==> src/rtl/avst_word_assembler.sv <==
// avst_word_assembler
// ---------------------------------------------------------------------------
// Downstream stage of the byte-serial Avalon-ST adder. Collects one packet of
// 8-bit beats (valid/ready, end marks the last byte) into a BYTES-wide word.
// Each word is tagged with its byte count and a length-error flag. It is then
// queued in a small output FIFO, so the byte side is decoupled from the
// word-side consumer.
//
// Optional feature (compile-time macro WORD_ASM_TIMEOUT_EN):
//   When defined, a partial packet that sees TIMEOUT_CYCLES idle cycles
//   (in-packet, valid_in low) is flushed with err=1 and len = bytes so far.
//   When undefined, a partial packet waits indefinitely.
//
// Parameters:
//   BYTES          bytes per word (word_out is 8*BYTES bits)
//   MSB_FIRST      1: byte 0 lands in the most significant lane, 0: least
//   FIFO_DEPTH     output FIFO entries, power of two, >= 2
//   TIMEOUT_CYCLES idle limit, only used with WORD_ASM_TIMEOUT_EN
//
// Ports:
//   clk, reset            clock, synchronous active-high reset
//   data_in/end_in        packet byte and last-byte marker
//   valid_in/ready_in     byte-side handshake (ready_in = FIFO not full)
//   word_out/len_out/err_out  FIFO head entry, all zero when empty
//   valid_out/ready_out   word-side handshake (valid_out = FIFO not empty)
// ---------------------------------------------------------------------------
module avst_word_assembler #(
    parameter int BYTES          = 4,
    parameter bit MSB_FIRST      = 1'b1,
    parameter int FIFO_DEPTH     = 2,
    parameter int TIMEOUT_CYCLES = 256
) (
    input  logic                 clk,
    input  logic                 reset,
    input  logic [7:0]           data_in,
    input  logic                 end_in,
    input  logic                 valid_in,
    output logic                 ready_in,
    output logic [8*BYTES-1:0]   word_out,
    output logic [7:0]           len_out,
    output logic                 err_out,
    output logic                 valid_out,
    input  logic                 ready_out
);

    localparam int W  = 8 * BYTES;
    localparam int AW = (FIFO_DEPTH > 1) ? $clog2(FIFO_DEPTH) : 1;
    localparam int CW = AW + 1;

    // Packet accumulator and byte counter; in-packet is simply cnt_q != 0.
    logic [W-1:0]    acc_q, acc_d, acc_merged;
    logic [7:0]      cnt_q, cnt_d, cnt_inc;

    // Output FIFO
    logic [W-1:0]    mem_word [FIFO_DEPTH];
    logic [7:0]      mem_len  [FIFO_DEPTH];
    logic            mem_err  [FIFO_DEPTH];
    logic [AW-1:0]   wr_ptr_q, wr_ptr_d, rd_ptr_q, rd_ptr_d;
    logic [CW-1:0]   count_q, count_d;

    logic            fifo_full, fifo_empty;
    logic            beat, end_beat, flush, push, pop;
    logic [W-1:0]    push_word;
    logic [7:0]      push_len;
    logic            push_err;

    assign fifo_full  = (count_q == CW'(FIFO_DEPTH));
    assign fifo_empty = (count_q == '0);

    // ready_in depends on registered FIFO occupancy only, never on valid_in.
    assign ready_in   = !fifo_full;
    assign valid_out  = !fifo_empty;

    assign beat     = valid_in && !fifo_full;
    assign end_beat = beat && end_in;
    assign pop      = !fifo_empty && ready_out;

    assign cnt_inc = (cnt_q == 8'hFF) ? 8'hFF : cnt_q + 8'd1;

    // Accumulator with the current byte dropped into its lane. A lane whose
    // byte index never matches the counter keeps its old value; bytes past
    // BYTES match no lane and are therefore dropped.
    for (genvar gi = 0; gi < BYTES; gi++) begin : g_lane
        localparam logic [7:0] LANE_IDX = MSB_FIRST ? 8'(BYTES - 1 - gi) : 8'(gi);
        assign acc_merged[gi*8 +: 8] = (cnt_q == LANE_IDX) ? data_in : acc_q[gi*8 +: 8];
    end

`ifdef WORD_ASM_TIMEOUT_EN
    localparam int             IW         = $clog2(TIMEOUT_CYCLES + 1);
    localparam logic [IW-1:0]  IDLE_LIMIT = IW'(TIMEOUT_CYCLES);

    logic [IW-1:0] idle_q, idle_d;
    logic          expired;

    // Once expired the counter holds; the flush then waits for FIFO space.
    // A byte arriving in the meantime takes priority and restarts the count.
    assign expired = (cnt_q != 8'd0) && (idle_q == IDLE_LIMIT);
    assign flush   = expired && !beat && !fifo_full;

    always_comb begin
        idle_d = idle_q;
        if (beat || flush) begin
            idle_d = '0;
        end else if ((cnt_q != 8'd0) && !valid_in && !expired) begin
            idle_d = idle_q + 1'b1;
        end
    end

    always_ff @(posedge clk) begin
        if (reset) begin
            idle_q <= '0;
        end else begin
            idle_q <= idle_d;
        end
    end
`else
    assign flush = 1'b0;
`endif

    assign push      = end_beat || flush;
    assign push_word = flush ? acc_q : acc_merged;
    assign push_len  = flush ? cnt_q : cnt_inc;
    assign push_err  = flush ? 1'b1 : (cnt_inc != 8'(BYTES));

    always_comb begin
        acc_d    = acc_q;
        cnt_d    = cnt_q;
        wr_ptr_d = wr_ptr_q;
        rd_ptr_d = rd_ptr_q;
        count_d  = count_q;

        if (push) begin
            acc_d = '0;
            cnt_d = 8'd0;
        end else if (beat) begin
            acc_d = acc_merged;
            cnt_d = cnt_inc;
        end

        // Depth is a power of two, so the pointers wrap naturally.
        if (push) begin
            wr_ptr_d = wr_ptr_q + 1'b1;
        end
        if (pop) begin
            rd_ptr_d = rd_ptr_q + 1'b1;
        end
        if (push && !pop) begin
            count_d = count_q + 1'b1;
        end else if (pop && !push) begin
            count_d = count_q - 1'b1;
        end
    end

    always_ff @(posedge clk) begin
        if (reset) begin
            acc_q    <= '0;
            cnt_q    <= 8'd0;
            wr_ptr_q <= '0;
            rd_ptr_q <= '0;
            count_q  <= '0;
        end else begin
            acc_q    <= acc_d;
            cnt_q    <= cnt_d;
            wr_ptr_q <= wr_ptr_d;
            rd_ptr_q <= rd_ptr_d;
            count_q  <= count_d;
        end
    end

    // Storage needs no reset: entries are only visible through count_q.
    always_ff @(posedge clk) begin
        if (push) begin
            mem_word[wr_ptr_q] <= push_word;
            mem_len[wr_ptr_q]  <= push_len;
            mem_err[wr_ptr_q]  <= push_err;
        end
    end

    assign word_out = fifo_empty ? '0    : mem_word[rd_ptr_q];
    assign len_out  = fifo_empty ? 8'd0  : mem_len[rd_ptr_q];
    assign err_out  = fifo_empty ? 1'b0  : mem_err[rd_ptr_q];

endmodule

==> config.mk <==
export PLATFORM = sky130hd
export DESIGN_NAME = avst_word_assembler
export DESIGN_NICKNAME = d
export VERILOG_FILES = /design/src/rtl/avst_word_assembler.sv
export SDC_FILE = /design/constraint.sdc
export NUM_CORES = 1
export LEC_CHECK = 0
export CORE_MARGIN = 2
export CORE_UTILIZATION = 51
export DETAILED_ROUTE_END_ITERATION = 6
export PLACE_DENSITY_LB_ADDON = 0.1
export REMOVE_ABC_BUFFERS = 1
export SYNTH_ARGS = -nofsm -noshare
export SYNTH_HDL_FRONTEND = slang
export SYNTH_SLANG_ARGS = --single-unit
==> constraint.sdc <==
create_clock -name clk -period 3.16 [get_ports clk]
set_input_delay 0.474 -clock clk [delete_from_list [all_inputs] [get_ports clk]]
set_output_delay 0.474 -clock clk [all_outputs]
set_load 0.005 [all_outputs]
Yosys cells after proc, flatten, opt, wreduce, memory -nomap -nowiden
Memory sizes are Yosys's and may differ from the RTL's. A register that Yosys moved wholly into a read port is not among the register bits.
Cells that the tools add are included.
{"block": "word_totals", "reg_bits": 44, "latch_bits": 0, "ram_bits": 82, "mem_bits_ro": 0, "input_bits": 13, "out_inout_bits": 43, "wordCells": 50, "n_memories": 3}
{"memory": "mem_word", "depth": 2, "word_bits": 32, "rd": 1, "rd_clocked_by_memory_dff": 1, "wr": 1, "line_no": "55", "source": "logic [W-1:0] mem_word [FIFO_DEPTH];"}
{"memory": "mem_len", "depth": 2, "word_bits": 8, "rd": 1, "rd_clocked_by_memory_dff": 1, "wr": 1, "line_no": "56", "source": "logic [7:0] mem_len [FIFO_DEPTH];"}
{"memory": "mem_err", "depth": 2, "word_bits": 1, "rd": 1, "rd_clocked_by_memory_dff": 1, "wr": 1, "line_no": "57", "source": "logic mem_err [FIFO_DEPTH];"}
{"block": "op_classes", "add_sub_neg": 5, "n_mul": 0, "div_mod_pow": 0, "magnitude_cmp": 0, "n_eq_ne": 6, "n_shift": 0, "mux": 18, "bitwise_logic": 0, "n_reduce_logical": 13}
{"cell": "$mux 8", "n": 6}
{"cell": "$mux 32", "n": 1}
{"cell": "$eq 8x2->1 const B", "n": 2}
{"cell": "$mux 1", "n": 9}
{"cell": "$add 8x1->8 const B", "n": 1}
{"cell": "$eq 8x1->1 const B", "n": 1}
{"cell": "$eq 8x8->1 const B", "n": 1}
{"cell": "$logic_not 8->1", "n": 1}
{"cell": "$ne 8x3->1 const B", "n": 1}
{"cell": "$logic_and 1x1->1", "n": 5}
{"cell": "$logic_not 1->1", "n": 4}
{"cell": "$mux 2", "n": 2}
{"cell": "$add 1x1->1 const B", "n": 2}
{"cell": "$add 2x1->2 const B", "n": 1}
{"cell": "$eq 2x2->1 const B", "n": 1}
{"cell": "$logic_not 2->1", "n": 1}
{"cell": "$reduce_bool 2->1", "n": 1}
{"cell": "$reduce_or 2->1", "n": 1}
{"cell": "$sub 2x1->2 const B", "n": 1}

Logic depth before layout (Yosys ltp)
{"block": "logic_depth", "word_depth": 8, "depth_mapped": 8, "ltp_nobuf": 7}

Worst setup path before layout
OpenSTA, ideal clock, no wires.
{"block": "synth_timing", "path_type": "reg-to-reg", "startpoint": "register count_q[0]", "endpoint": "memory mem_err[0] (enable)", "setup_time_ns": 0.440, "arrival_ns": 2.520, "t_required_ns": 2.720, "slack_ns": 0.200, "stages_incl_launch_ff": 5, "path_buffers": 1, "synth_period_minus_slack_ns": 2.960, "cell_sequence": "dfxtp_1 -> nand2b_1 -> buf_4 -> nand3_1 -> nor2_1"}
{"block": "synth_between", "elab_chain_cells": 6}
{"element": "from (decl)", "line_no": "59", "source": "logic [CW-1:0] count_q, count_d;"}
{"element": "from (signal assigned)", "line_no": "166", "source": "count_q <= count_d;"}
{"element": "$eq 2x2->1", "line_no": "67", "source": "assign fifo_full = (count_q == CW'(FIFO_DEPTH));"}
{"element": "$logic_not 1->1"}
{"element": "named net ready_in", "line_no": "38", "source": "output logic ready_in,"}
{"element": "$logic_and 1x1->1", "line_no": "74", "source": "assign beat = valid_in && !fifo_full;"}
{"element": "$logic_and 1x1->1", "line_no": "75", "source": "assign end_beat = beat && end_in;"}
{"element": "$mux 1", "line_no": "172", "source": "if (push) begin"}
{"element": "$mux 1 (not written as such)", "line_no": "175", "source": "mem_err[wr_ptr_q] <= push_err;"}
{"element": "to (decl)", "line_no": "57"}
The timed path passes the listed nets, and every way through them passes these cells.

Worst setup path in the final report
{"block": "layout_timing", "startpoint": "register count_q[1]", "endpoint": "output port word_out[7]"}
{"block": "layout_between", "elab_chain_cells": 2}
{"element": "$logic_not 2->1", "line_no": "68", "source": "assign fifo_empty = (count_q == '0);"}
{"element": "$mux 32", "line_no": "179", "source": "assign word_out = fifo_empty ? '0 : mem_word[rd_ptr_q];"}
{"element": "to (decl)", "line_no": "39", "source": "output logic [8*BYTES-1:0] word_out,"}
No other way between the ends.

==> run metrics <==
Worst EP arrival=2.32 ns; H-tree depth=4; sequential area share after synthesis=60.49%; DR WL/cell=16.85 microns; pwr dens=790.8 mW/mm^2; Syn Area/Cell=12.64 sq um; Post-DP Area=0.006241 sq mm; CP Capture Type=output pin; ys flop type=edfxtp_1; via/cell ratio=5.399; commonest non-fill, non-tap cell in the layout=edfxtp_1; area grow syn2layout=22.23%; CTS tree=built; nets@finish=517; Total Wirelength=10980 microns; post_cts resized=0; clk buf depth=2; crit path time final=2.798 ns; largest stage delay on the critical path=0.58 ns; status=completed; Final Hold Viols=0; largest net degree at the start of global routing=31; core area=0.01075 sq mm; post-synth cell types=41; first-pass GRT wire length=17210 microns; worst vdd ir=0.0007143 V; HP Class=reg2reg; Die Y=108.4 microns; Post-synth EDFFs=82; # clock sinks=127; initial antenna violation count=0; crit start category=register; clock skew=0.009803 ns; RSZ-0062 raised after global routing=false; critical path type=reg2out; PortBufs=55; CP top delay family=buffers and inverters; clock latency on the worst-skew pair=0.52 ns; Power Total=5.374 mW; Total Negative Setup Slacks=0 ns; Mapped Cells=440; MaxCap Viol Count=0; Worst Tran Pin Value=0.8585 ns; All-Layer GR Usage=19.82%; Syn. warnings=0; CP max FO=26; Worst Path Required=2.69 ns; Cell Rows=38; #FFs+latches synth=127; vias in the first global route=3383; P_leak=2.500 nW; worst-path cell chain=nor2_4 -> buf_4 -> nor2_1 -> clkdlybuf4s50_1; ANT nets after route=0; I/O Pins=56; Post-CTS Setup Inserts=0; CTS root buffer=clkbuf_8; hold_buf cts=0; CTS buffer count=17; Die ar.=0.01175 sq mm; Final period util=88.54%; share of layout cells above drive strength 1=17.38%; die width=108.4 microns; Post-Syn Area=0.005560 sq mm; fmax=357.4 MHz; DRC Markers=0; DP HPWL=6909 microns; Slowest cell on crit path=nor2_4; Diodes inserted=0; gr ovfl total=0; Final Max Tran Viols=0; Buf+Inv Stages, Crit Path=2; initial core utilization=51.75%; asr flop ratio synth=0%; Clk pin slew, worst setup/hold paths=0.06 ns; vias=3520; most frequent cells in the layout=82 x edfxtp_1, 66 x mux2i_1, 55 x clkdlybuf4s50_1; design area=0.006797 sq mm; RD Place Congestion=0.7735; Setup violations, final=0; Slew HR=42.76%; drt pass-1 iters=4; Layout Utilization=63.25%; Initial DRC Count=133
## worst reg2reg max path: stages, from the launching register on
cell	delay [ns]
dfxtp_1	0.47
ha_1	0.46
and4_4	0.32
a21oi_1	0.07
a31o_2	0.25
or4_1	0.50
## metrics by stage
step           setup slack, ns  instances  hold slack [ns]
2_1_floorplan           0.1238        416           0.4313
3_3_place_gp            0.7893        620           0.4417
3_5_place_dp            0.7150        620           0.4433
4_1_cts                 0.3003        652           0.4574
5_1_grt                 0.2179        652           0.4798
6_report                0.3620        652           0.4565
## final cells by class
cell class,count,area [sq um]
Tap cell,140,175.2
Clock buffer,19,441.7
Inverter,7,26.28
Fill cell,866,3949
Clock inverter,13,113.9
Multi-Input combinational cell,282,2032
Sequential cell,127,3364
Timing Repair Buffer,64,643.1
## cell families after synthesis
kind of cell | count (synthesis) | synth area share [%]
simple gates | 136 | 11.48
flops | 127 | 60.49
mux | 98 | 18.36
compound gates | 37 | 4.343
buf+inv | 31 | 3.263
xor+xnor | 6 | 0.9451
fa+ha+maj | 5 | 1.125
## sequential cells by signal, summed over array words and instances (netlist names), named ones only
signal	flops
wr_ptr_q	1
count_q	2
rd_ptr_q	1
mem_err	2
cnt_q	8
acc_q	32
mem_word	64
mem_len	16
## power breakdown
| part | leakage [nW] | switching, mW | internal (mW) |
|---|---|---|---|
| Combinational | 1.10 | 0.759 | 0.797 |
| Clock | 0.274 | 0.708 | 1.08 |
| Sequential | 1.13 | 0.0666 | 1.96 |
## Yosys cell counts, drive strengths merged, types with 2 or more instances
library cell  count  area, sq um
edfxtp           82         2462
mux2i            66        660.6
nor2             55        209.0
dfxtp            45        900.9
nand2            43        171.4
mux2             32        360.4
buf              16        115.1
nand3            14        95.09
o21ai            13        65.06
a21oi            12        60.06
and3              8        51.30
clkbuf            8        40.04
inv               7        26.28
a31oi             6        67.56
ha                5        62.56
xor2              5        43.79
nor3              3        15.01
a311oi            2        17.52
and2              2        12.51
and4              2        20.02
nand2b            2        12.51
nand4             2        12.51
## metal layers
layer	vias up	GRT usage, %	part of all wire (%)
li1	1715	-	-
met1	1701	25.38	44
met2	88	32.37	48
met3	16	4.340	4.8
met4	0	8.791	2.4
met5	-	0	0
## path summary, 6_finish.rpt
path | startpoint | to | slack (ns) | depth (start not counted)
worst min-delay path | acc_q[31] | acc_q[31] | 0.46 | 2
worst max-delay path | count_q[1] | word_out[7] | 0.36 | 4
worst min register to register | acc_q[31] | acc_q[31] | 0.46 | 2
worst max register to register | cnt_q[0] | mem_err[0] | 0.83 | 5
(Power assumes the default switching activity.)
